===== config.mk =====
export PLATFORM = sky130hd
export DESIGN_NAME = anim_sequencer_flat
export DESIGN_NICKNAME = d
export VERILOG_FILES = /design/src/rtl/anim_sequencer_pkg.sv /design/src/rtl/anim_sequencer_if.sv /design/src/rtl/frame_tick_gen.sv /design/src/rtl/anim_sequencer.sv /design/src/flat_wrapper.sv
export SDC_FILE = /design/constraint.sdc
export NUM_CORES = 1
export LEC_CHECK = 0
export CAP_MARGIN = 20
export CORE_MARGIN = 4
export CORE_UTILIZATION = 56
export DETAILED_ROUTE_END_ITERATION = 12
export MAX_ROUTING_LAYER = met4
export PLACE_DENSITY = 0.83
export REMOVE_ABC_BUFFERS = 1
export SLEW_MARGIN = 40
export SYNTH_ARGS = -nofsm -noshare
export SYNTH_HDL_FRONTEND = slang
export SYNTH_SLANG_ARGS = --single-unit
export TNS_END_PERCENT = 1

===== constraint.sdc =====
create_clock -name clk -period 6.4 [get_ports clk]
set_clock_uncertainty 0.05 [all_clocks]
set_input_delay 1.28 -clock clk [delete_from_list [all_inputs] [get_ports clk]]
set_output_delay 1.28 -clock clk [all_outputs]
set_load 0.03 [all_outputs]

===== src/rtl/anim_sequencer_pkg.sv =====
// Shared types and default constants for the per-frame animation sequencer
// and the renderer that consumes its outputs.
package anim_pkg;

  localparam int TEXT_Y0_DEF        = 20;
  localparam int TEXT_Y_END_DEF     = 276;
  localparam int WAIT_FRAMES_DEF    = 256;
  localparam int SWALLOW_FRAMES_DEF = 64;
  localparam int TEXT_H             = 32;

  typedef enum logic [1:0] {
    ST_WAIT    = 2'd0,
    ST_FALL    = 2'd1,
    ST_SWALLOW = 2'd2
  } text_state_t;

endpackage


===== src/rtl/anim_sequencer_if.sv =====
// Bundle between the timing generator / control side and the sequencer.
interface anim_sequencer_if;

  // vsync is an active-low level from the timing generator; frame_tick is a
  // one-cycle pulse and every other output is a registered level that only
  // changes on the cycle frame_tick is high. There is no backpressure.
  logic                 vsync;
  logic                 pause;
  logic [1:0]           speed;
  logic                 frame_tick;
  logic [15:0]          frame_cnt;
  logic [7:0]           ring_phase;
  logic [9:0]           text_y;
  logic                 text_visible;
  anim_pkg::text_state_t text_state;

  modport master (
    output vsync, pause, speed,
    input  frame_tick, frame_cnt, ring_phase, text_y, text_visible, text_state
  );

  modport slave (
    input  vsync, pause, speed,
    output frame_tick, frame_cnt, ring_phase, text_y, text_visible, text_state
  );

endinterface


===== src/rtl/frame_tick_gen.sv =====
// Detects the end of the vsync pulse and produces an update enable plus a
// registered frame_tick that rises on the same edge the enable is consumed.
module frame_tick_gen (
  input  logic clk,
  input  logic rst_n,
  input  logic vsync_i,
  output logic tick_en_o,
  output logic frame_tick_o
);

  logic vsync_prev_q;
  logic rise_q;
  logic frame_tick_q;

  // vsync_prev resets high so a vsync already high at release is no edge.
  always_ff @(posedge clk or negedge rst_n) begin
    if (!rst_n) begin
      vsync_prev_q <= 1'b1;
      rise_q       <= 1'b0;
      frame_tick_q <= 1'b0;
    end else begin
      vsync_prev_q <= vsync_i;
      rise_q       <= vsync_i & ~vsync_prev_q;
      frame_tick_q <= rise_q;
    end
  end

  assign tick_en_o    = rise_q;
  assign frame_tick_o = frame_tick_q;

endmodule


===== src/rtl/anim_sequencer.sv =====
// Frame-rate state for the renderer: frame counter, ring phase and the
// WAIT/FALL/SWALLOW falling-text sequence, all updated once per frame tick.
module anim_sequencer
  import anim_pkg::*;
#(
  parameter int TEXT_Y0        = TEXT_Y0_DEF,
  parameter int TEXT_Y_END     = TEXT_Y_END_DEF,
  parameter int WAIT_FRAMES    = WAIT_FRAMES_DEF,
  parameter int SWALLOW_FRAMES = SWALLOW_FRAMES_DEF
) (
  input  logic             clk,
  input  logic             rst_n,
  anim_sequencer_if.slave  bus
);

  localparam logic [9:0] Y0           = 10'(TEXT_Y0);
  localparam logic [9:0] Y_END        = 10'(TEXT_Y_END);
  localparam logic [7:0] WAIT_LAST    = 8'(WAIT_FRAMES - 1);
  localparam logic [7:0] SWALLOW_LAST = 8'(SWALLOW_FRAMES - 1);

  logic        tick_en;
  logic        frame_tick;

  text_state_t state_q, state_d;
  logic [15:0] frame_cnt_q, frame_cnt_d;
  logic [7:0]  ring_q, ring_d;
  logic [9:0]  text_y_q, text_y_d;
  logic        visible_q, visible_d;
  logic [7:0]  dwell_q, dwell_d;
  logic [10:0] fall_sum;

  frame_tick_gen u_tick (
    .clk          (clk),
    .rst_n        (rst_n),
    .vsync_i      (bus.vsync),
    .tick_en_o    (tick_en),
    .frame_tick_o (frame_tick)
  );

  // One bit of headroom so a large step never wraps past the clamp.
  assign fall_sum = {1'b0, text_y_q} + {9'd0, bus.speed} + 11'd1;

  always_ff @(posedge clk or negedge rst_n) begin
    if (!rst_n) begin
      state_q     <= ST_WAIT;
      frame_cnt_q <= 16'd0;
      ring_q      <= 8'd0;
      text_y_q    <= Y0;
      visible_q   <= 1'b1;
      dwell_q     <= 8'd0;
    end else begin
      state_q     <= state_d;
      frame_cnt_q <= frame_cnt_d;
      ring_q      <= ring_d;
      text_y_q    <= text_y_d;
      visible_q   <= visible_d;
      dwell_q     <= dwell_d;
    end
  end

  always_comb begin
    state_d     = state_q;
    frame_cnt_d = frame_cnt_q;
    ring_d      = ring_q;
    text_y_d    = text_y_q;
    visible_d   = visible_q;
    dwell_d     = dwell_q;
    if (tick_en) begin
      frame_cnt_d = frame_cnt_q + 16'd1;
      if (!bus.pause) begin
        ring_d = ring_q + 8'd1;
        case (state_q)
          ST_WAIT: begin
            text_y_d  = Y0;
            visible_d = 1'b1;
            if (dwell_q == WAIT_LAST) begin
              state_d = ST_FALL;
              dwell_d = 8'd0;
            end else begin
              dwell_d = dwell_q + 8'd1;
            end
          end
          ST_FALL: begin
            if (fall_sum >= {1'b0, Y_END}) begin
              text_y_d  = Y_END;
              state_d   = ST_SWALLOW;
              visible_d = 1'b0;
              dwell_d   = 8'd0;
            end else begin
              text_y_d = fall_sum[9:0];
            end
          end
          ST_SWALLOW: begin
            visible_d = 1'b0;
            if (dwell_q == SWALLOW_LAST) begin
              state_d   = ST_WAIT;
              text_y_d  = Y0;
              visible_d = 1'b1;
              dwell_d   = 8'd0;
            end else begin
              dwell_d = dwell_q + 8'd1;
            end
          end
          default: begin
            state_d   = ST_WAIT;
            text_y_d  = Y0;
            visible_d = 1'b1;
            dwell_d   = 8'd0;
          end
        endcase
      end
    end
  end

  assign bus.frame_tick   = frame_tick;
  assign bus.frame_cnt    = frame_cnt_q;
  assign bus.ring_phase   = ring_q;
  assign bus.text_y       = text_y_q;
  assign bus.text_visible = visible_q;
  assign bus.text_state   = state_q;

endmodule


===== src/flat_wrapper.sv =====
// flat-port wrapper written by rule: the top's interface ports become plain ports
module anim_sequencer_flat import anim_pkg::*;
#(
  parameter int TEXT_Y0        = TEXT_Y0_DEF,
  parameter int TEXT_Y_END     = TEXT_Y_END_DEF,
  parameter int WAIT_FRAMES    = WAIT_FRAMES_DEF,
  parameter int SWALLOW_FRAMES = SWALLOW_FRAMES_DEF
)
  (clk, rst_n, bus_vsync, bus_pause, bus_speed, bus_frame_tick, bus_frame_cnt, bus_ring_phase, bus_text_y, bus_text_visible, bus_text_state);
  anim_sequencer_if bus_i ();
  input  logic clk;
  input  logic rst_n;
  input wire logic [$bits(bus_i.vsync)-1:0] bus_vsync;
  input wire logic [$bits(bus_i.pause)-1:0] bus_pause;
  input wire logic [$bits(bus_i.speed)-1:0] bus_speed;
  output wire logic [$bits(bus_i.frame_tick)-1:0] bus_frame_tick;
  output wire logic [$bits(bus_i.frame_cnt)-1:0] bus_frame_cnt;
  output wire logic [$bits(bus_i.ring_phase)-1:0] bus_ring_phase;
  output wire logic [$bits(bus_i.text_y)-1:0] bus_text_y;
  output wire logic [$bits(bus_i.text_visible)-1:0] bus_text_visible;
  output wire logic [$bits(bus_i.text_state)-1:0] bus_text_state;
  assign bus_i.vsync = bus_vsync;
  assign bus_i.pause = bus_pause;
  assign bus_i.speed = bus_speed;
  assign bus_frame_tick = bus_i.frame_tick;
  assign bus_frame_cnt = bus_i.frame_cnt;
  assign bus_ring_phase = bus_i.ring_phase;
  assign bus_text_y = bus_i.text_y;
  assign bus_text_visible = bus_i.text_visible;
  assign bus_text_state = bus_i.text_state;
  anim_sequencer #(.TEXT_Y0(TEXT_Y0), .TEXT_Y_END(TEXT_Y_END), .WAIT_FRAMES(WAIT_FRAMES), .SWALLOW_FRAMES(SWALLOW_FRAMES)) u_core (.clk(clk), .rst_n(rst_n), .bus(bus_i));
endmodule

# Word-level counts from Yosys, hierarchy flattened
# Index checks and enable logic that the tools add are counted.
# classes
n_eq_ne,7
n_addsub,5
reduce_logical,5
bitwise_logic,3
n_mux,14
order_cmp,1
# ops
cell,count
2-to-1 mux 8 bit,3
case mux 8 bit (3 select lines),1
2-to-1 mux 10 bit,2
case mux 10 bit (2 select lines),1
"adder 16 x 1 -> 16 bit, second input constant",1
"adder 8 x 1 -> 8 bit, second input constant",2
adder 10 x 2 -> 11 bit,1
"adder 11 x 1 -> 11 bit, second input constant",1
"greater-or-equal comparator 11 x 9 -> 1 bit, second input constant",1
"equality test 8 x 6 -> 1 bit, second input constant",1
"equality test 8 bit, second input constant",1
2-to-1 mux 2 bit,3
"inequality test 2 x 1 -> 1 bit, second input constant",3
case mux 2 bit (3 select lines),1
AND reduction 3 bit,2
AND reduction 5 bit,1
"equality test 2 x 1 -> 1 bit, second input constant",1
"equality test 2 bit, second input constant",1
logical NOT 2 bit,1
2-to-1 mux 1 bit,2
inverter 1 bit,2
case mux 1 bit (2 select lines),1
AND reduction 2 bit,1
AND 1 bit,1
# word_totals
word_cells,44
regBits,48

# Depth between registers and ports, before layout
# Gate-level depths: netlist of the first run.
# depth
word_depth,5
mapped_depth,11
ltp_nobuf,10

# Cells and area by module
# From an unflattened synthesis of the first run, not the netlist that was laid out.
# hier_totals
hier_cells,232
hier_area_um2,2437.3
# by_module_without_submodules
module,seq_area_each_um2,area_per_inst_um2,cells_per_inst,instances
anim_sequencer,1129.8,2347.3,228,1
frame_tick_gen,76.3,90.1,4,1

# Worst setup path after synthesis of the first run
# No wires, ideal clock.
# synth_path
path_kind,input to register
from,in bus_speed[0]
to,reg u_core.text_y_q[2] (netlist: u_core.bus.text_y[2])
slack_ns,2.996
required_time_ns,6.272
path_buffers,0
stages,10
arrival_time_ns,3.276
path_cell_list,inv_1 -> ha_1 -> inv_1 -> fa_1 -> or3_1 -> o21ai_0 -> a32oi_1 -> o21ai_2 -> nand3_1 -> o22a_2
# synth_between
elab_chain_cells,5
# synth_rtl
element,line_no,rtl
"start, declared",flat_wrapper.sv:15,input wire logic [$bits(bus_i.speed)-1:0] bus_speed;
adder 10 x 2 -> 11 bit *,anim_sequencer.sv:41,"assign fall_sum = {1'b0, text_y_q} + {9'd0, bus.speed} + 11'd1;"
adder 11 x 1 -> 11 bit *,anim_sequencer.sv:41,
greater-or-equal comparator 11 x 9 -> 1 bit,anim_sequencer.sv:84,"if (fall_sum >= {1'b0, Y_END}) begin"
2-to-1 mux 10 bit *,anim_sequencer.sv:84,
case mux 10 bit (2 select lines) *,anim_sequencer.sv:72,case (state_q)
"end signal, assigned",anim_sequencer.sv:55,text_y_q <= text_y_d;
"end, declared",anim_sequencer.sv:27,"logic [9:0] text_y_q, text_y_d;"
# Every way passes the cells marked *; elsewhere a longest branch is shown, timed or not.
# A chain may end at the register's enable or synchronous reset.

# Worst setup path after layout of the first run
# Same ends and word-level chain as after synthesis.

==> impl_metrics.yaml, run 1 <==
run_status:
  status: "completed"
clock_tree:
  worstSkewPairLatency_ns: 0.30
  cts_repair_resize_count: 0
  cts_buffers: 5
  clockBufferDepth: 2
  post-cts-setup-buffers: 0
  cts_hold_buf: 0
  h-tree-depth: 2
  cts_root_buf: "clkbuf_8"
  clk_pin_slew_ns: 0.09
  cts_tree: "done"
  clock_sinks: 48
final_layout:
  final_cells: 340
  nets: 301
  final_common_cell: "dfrtp_1"
  fillers: 309
  layout_common_cells: "dfrtp_1 (44), clkdlybuf4s50_1 (42), nand2_1 (32), nand3_1 (19)"
  drive_gt1_share_pct: 10.69
  diodes: 0
  syn_to_final_growth_pct: 22.59
worst_setup_path:
  critical_path_buf_inv_count: 3
  critical_path.max_stage_delay_ns: 0.48
  cp.arrival_ns: 3.97
  crit_path_end_kind: "register"
  crit_end: "u_core.bus.text_y[2]"
  cp_top_family: "compound AO/OA/AOI/OAI gates"
  critPathRequiredTime_ns: 6.59
  cpMostUsedCell: "inv_1"
  rr_worst_depth: 10
  cp.depth: 11
  crit_start: "bus_speed[0]"
  regToRegStartpoint: "u_core.bus.text_y[0]"
  cp_slowest_cell: "fa_1"
  crit_path_start_kind: "input port"
  rrSetupSlack_ns: 3.58
  path_max_fanout: 9
  critical_path.cell_chain: "clkdlybuf4s50_1 -> inv_1 -> ha_1 -> inv_1 -> fa_1 -> or3_1 -> o21ai_0 -> a32oi_1 -> o21ai_2 -> nand3_1 -> o22a_2"
  criticalPathCategory: "input port to register"
  r2r_end: "u_core.bus.text_y[2]"
grt:
  grt_overflow: 0
  grt.total_usage_pct: 20.63
  grt_pass1_vias: 1879
  grt_max_degree: 49
  antenna_found_initial: 0
  grt_pass1_wl_um: 8507
floorplan:
  fp.dieH_um: 74.35
  io-pin-count: 44
  rows: 23
  fp.dieW_um: 74.35
  dieArea_um2: 5527
  initial_core_util_pct: 59.90
  core-area_um2: 4115
place:
  post-place-cells: 332
  gp_congestion: 0.9009
  dpl.hpwl_um: 3618
  io_buffers: 43
flow_run:
  maxCapViolCount: 0
sta:
  fmax_ghz: 0.2647
  fin_tns_setup_ns: 0
  drv_slew: 0
  finalCritPeriodShare_pct: 59.04
  rsz0062_at_grt: "false"
  finalSetupViolCount: 0
  slew_headroom_pct: 61.41
  min_period_ns: 3.778
  worst_pin_slew_ns: 0.5715
  hold_violations: 0
synth:
  ys_ff_latch: 48
  yosys_most_used_dff: "dfrtp_1"
  synth_edf_count: 0
  syn_area_um2: 2465
  ys_seq_area_share_pct: 48.93
  synth.distinct_cells: 54
  async_reset_ff_share_pct: 100.0
  syn_inst: 246
  ys_warn_count: 0
  syn-mean-instance-area_um2: 10.02
detailed_routing:
  route.detailed.drc: 0
  vias: 1993
  drt_iter0_drc: 130
  ant_nets: 0
  drt_wl_total_um: 5000
  vias_per_cell: 5.862
  avgRoutedWirePerCell_um: 14.71
  dr.pass1.iters: 5
power_and_ir_drop:
  ir_drop_uv: 219.3
  leakage_nw: 1.243
  powerDensity_nw_per_um2: 366.3
  power_mw: 1.107
hold_path:
  holdPathStages: 1
  min-delay-path-class: "register to register"
worst min path at each step:
stage                                    end  slack [ns]                  startpoint
global route        u_core.bus.frame_cnt[15]        0.46    u_core.bus.frame_cnt[15]
finish              u_core.bus.frame_cnt[15]        0.43    u_core.bus.frame_cnt[15]
global placement    u_core.bus.frame_cnt[15]        0.41    u_core.bus.frame_cnt[15]
CTS                 u_core.bus.frame_cnt[15]        0.44    u_core.bus.frame_cnt[15]
detailed placement  u_core.bus.frame_cnt[15]        0.43    u_core.bus.frame_cnt[15]
floorplan            u_core.u_tick.tick_en_o        0.41  u_core.u_tick.vsync_prev_q
sequential cells by signal, indices dropped and copies added (netlist names):
name and cells:
u_core.bus.frame_cnt 16, u_core.bus.ring_phase 8, u_core.bus.text_state 2, u_core.bus.text_visible 1
u_core.bus.text_y 10, u_core.dwell_q 8, u_core.u_tick.frame_tick_o 1, u_core.u_tick.tick_en_o 1
u_core.u_tick.vsync_prev_q 1
worst reg2reg max path: cells and delay by family, from the launching register on:
kind / cells / cell delay [ns]
AOI/OAI and AO/OA: 4 / 0.91
adders and majority gates: 2 / 0.64
buffers and inverters: 2 / 0.12
DFF: 1 / 0.40
and+or+nand+nor: 2 / 0.61
where the power goes:
group	total, mW	leakage, nW	switching [mW]	internal, mW
Clock	0.189	0.0434	0.102	0.0875
Sequential	0.471	0.611	0.0929	0.378
Combinational	0.447	0.589	0.253	0.194
kinds of logic after synthesis:
family | share of synthesized area (%)
AO/OA/AOI/OAI | 13.96
flip-flops | 48.93
buffers and inverters | 2.741
XOR/XNOR | 8.172
AND/OR/NAND/NOR | 20.71
multiplexers | 2.132
adder cells (fa/ha/maj) | 3.350
routing by layer:
metal / global-route usage (%) / vias to the layer above / routed length (um)
met2: 31.10 / 65 / 2392
met3: 4.054 / 8 / 298
met1: 27.04 / 952 / 2240
met5: - / - / 0
met4: 9.289 / 0 / 68
li1: - / 968 / -
cell usage after synthesis, drive strengths merged (2+ instances only):
cell	count	area share, %
and2	2	0.56
o2bb2ai	2	0.71
buf	4	0.91
clkbuf	3	0.46
nor2b	4	1.0
or3	2	0.56
mux2	2	0.91
o21ai	8	1.9
inv	9	1.4
and3	2	0.51
dfstp	4	4.3
xnor2	16	5.7
nand4	9	2.3
mux2i	3	1.2
xor2	7	2.5
a21oi	7	1.9
nand2b	3	0.76
nor3b	2	0.61
dfrtp	44	45
o22ai	2	0.51
o22a	2	0.81
o211ai	4	1.2
a22o	3	1.1
a31oi	5	1.3
nor2	16	2.4
nor3	6	1.2
nand3	20	4.3
a21o	2	0.66
nand2	32	4.9
ha	5	2.5
layout make-up:
type	instances	area (um^2)	area share, %
flip-flops and latches	48	1206	39.92
multi-input cells	182	1194	39.50
repair buffers	43	427.9	14.16
clock buffers	6	82.58	2.733
well taps	50	62.56	2.070
inverters	9	33.78	1.118
clock inverters	2	15.01	0.4969
through the flow:
stage | util [%] | cell area [um^2] | setup slack (ns) | hold slack, ns
after floorplan | - | 2431 | 2.985 | 0.4137
after global placement | 70.93 | 2919 | 2.386 | 0.4061
after detailed placement | 71.06 | 2924 | 2.320 | 0.4297
after CTS | 73.43 | 3022 | 2.623 | 0.4416
after global routing | 73.43 | 3022 | 2.450 | 0.4609
final | 73.43 | 3022 | 2.622 | 0.4262
(Power assumes the default switching activity.)
==> run 2: changes to the inputs <==
- CORE_UTILIZATION: 56 -> 52
- PLACE_DENSITY: 0.83 -> 0.78
- clock period: 6.4 -> 3.8 ns (I/O delays scaled with it)
==> impl_metrics.yaml, run 2 (synthesis results as in run 1) <==
grt:
  grt_overflow: 0
  grt_pass1_wl_um: 8818
  grt_max_degree: 49
  grt_pass1_vias: 1831
  antenna_found_initial: 0
  grt.total_usage_pct: 18.67
place:
  gp_congestion: 0.9353
  post-place-cells: 335
  dpl.hpwl_um: 3717
  io_buffers: 43
final_layout:
  largest_reg_flops: 16
  drive_gt1_share_pct: 9.966
  final_cells: 343
  nets: 302
  utilization_pct: 67.34
  diodes: 0
  final_common_cell: "dfrtp_1"
  layout_common_cells: "dfrtp_1 (44), clkdlybuf4s50_1 (42), nand2_1 (32), nand3_1 (19)"
  syn_to_final_growth_pct: 22.23
  fillers: 369
sta:
  fin_tns_setup_ns: 0
  rsz0062_at_grt: "false"
  min_period_ns: 3.186
  hold_violations: 0
  finalSetupViolCount: 0
  slew_headroom_pct: 57.21
  worst_pin_slew_ns: 0.6338
  fmax_ghz: 0.3139
  finalCritPeriodShare_pct: 83.84
  drv_slew: 0
clock_tree:
  clockBufferDepth: 2
  h-tree-depth: 2
  post-cts-setup-buffers: 0
  cts_root_buf: "clkbuf_8"
  clock_sinks: 48
  cts_hold_buf: 0
  cts_repair_resize_count: 0
  cts_buffers: 5
  clk_pin_slew_ns: 0.08
  cts_tree: "done"
  worstSkewPairLatency_ns: 0.29
flow_run:
  maxCapViolCount: 0
worst_setup_path:
  critical_path.cell_chain: "clkdlybuf4s50_1 -> inv_1 -> ha_1 -> inv_1 -> fa_1 -> or3_1 -> o21ai_0 -> a32oi_1 -> o21ai_2 -> nand3_1 -> o22a_2"
  crit_start: "bus_speed[0]"
  cpMostUsedCell: "inv_1"
  cp_slowest_cell: "fa_1"
  cp.arrival_ns: 3.36
  crit_path_end_kind: "register"
  critical_path.max_stage_delay_ns: 0.47
  crit_path_start_kind: "input port"
  path_max_fanout: 9
  criticalPathCategory: "input port to register"
  rrSetupSlack_ns: 1.05
  regToRegStartpoint: "u_core.bus.text_y[0]"
  critPathRequiredTime_ns: 3.98
power_and_ir_drop:
  clockPowerShare_pct: 15.6
  p_int_mw: 1.093
  powerDensity_nw_per_um2: 609.3
  seqPwrFrac_pct: 43.3
  leakage_nw: 1.247
  combPwrFrac_pct: 41.1
  ir_drop_uv: 374.3
  netSwitchingPower_mw: 0.7427
  swShare_pct: 40.46
floorplan:
  io-pin-count: 44
  rows: 24
  dieArea_um2: 5906
  fp.dieW_um: 76.85
  core-area_um2: 4474
  initial_core_util_pct: 55.09
  fp.dieH_um: 76.85
detailed_routing:
  vias: 1935
  avgRoutedWirePerCell_um: 14.67
  vias_per_cell: 5.641
  drt_iter0_drc: 76
  route.detailed.drc: 0
  dr.pass1.iters: 5
  drt_wl_total_um: 5031
  ant_nets: 0
run_status:
  status: "completed"
hold_path:
  min-delay-path-class: "input port to async pin"
## run 2: final timing paths
path                                                 end  depth (start not counted)
worst min-delay path            u_core.bus.frame_cnt[14]                          1
worst max register to register      u_core.bus.text_y[2]                         10
worst max-delay path                u_core.bus.text_y[2]                         11
max in group asynchronous       u_core.bus.ring_phase[0]                          1
worst min register to register  u_core.bus.frame_cnt[15]                          1
min in group clk                u_core.bus.frame_cnt[15]                          1
## run 2: through the flow
stage               area, um^2  setup slack, ns  total power, mW  hold slack (ns)
finish                    3013           0.6139            1.836           0.4121
CTS                       3013           0.6351            1.849           0.4238
detailed placement        2932           0.3232            1.560           0.4123
global placement          2929           0.3395            1.537           0.4082
global route              3013           0.3948            1.964           0.4460
floorplan                 2431           0.9046            1.264           0.4137
## run 2: final cells by class
class	count	area [um^2]	share of cell area, %
clock buffer	7	76.32	2.533
inverter	9	33.78	1.121
multi-input combinational	182	1191	39.53
timing repair buffer	44	435.4	14.45
clock inverter	1	5.005	0.1661
tap	52	65.06	2.159
sequential	48	1206	40.03
## run 2: power by group through the flow
stage / Combinational [mW] / Sequential (mW) / Clock (mW)
2_1_floorplan: 0.325 / 0.939 / 0
3_3_place_gp: 0.740 / 0.797 / 0
3_5_place_dp: 0.760 / 0.800 / 0
4_1_cts: 0.761 / 0.792 / 0.296
5_1_grt: 0.830 / 0.818 / 0.317
6_report: 0.755 / 0.795 / 0.286
## run 2: worst max-delay path, delay by kind of cell
kind	cells	cell delay, ns
AOI/OAI and AO/OA	4	0.89
buffers and inverters	3	0.50
and+or+nand+nor	2	0.60
adders and majority gates	2	0.61
## run 2: metal layers
layer  vias to the layer above  global-route usage [%]  share of wire [%]
li1                        966                       -                  -
met1                       923                   25.49                 48
met2                        44                   28.48                 47
met5                         -                       -                  0
met4                         0                   4.167               0.44
met3                         2                   4.333                4.5
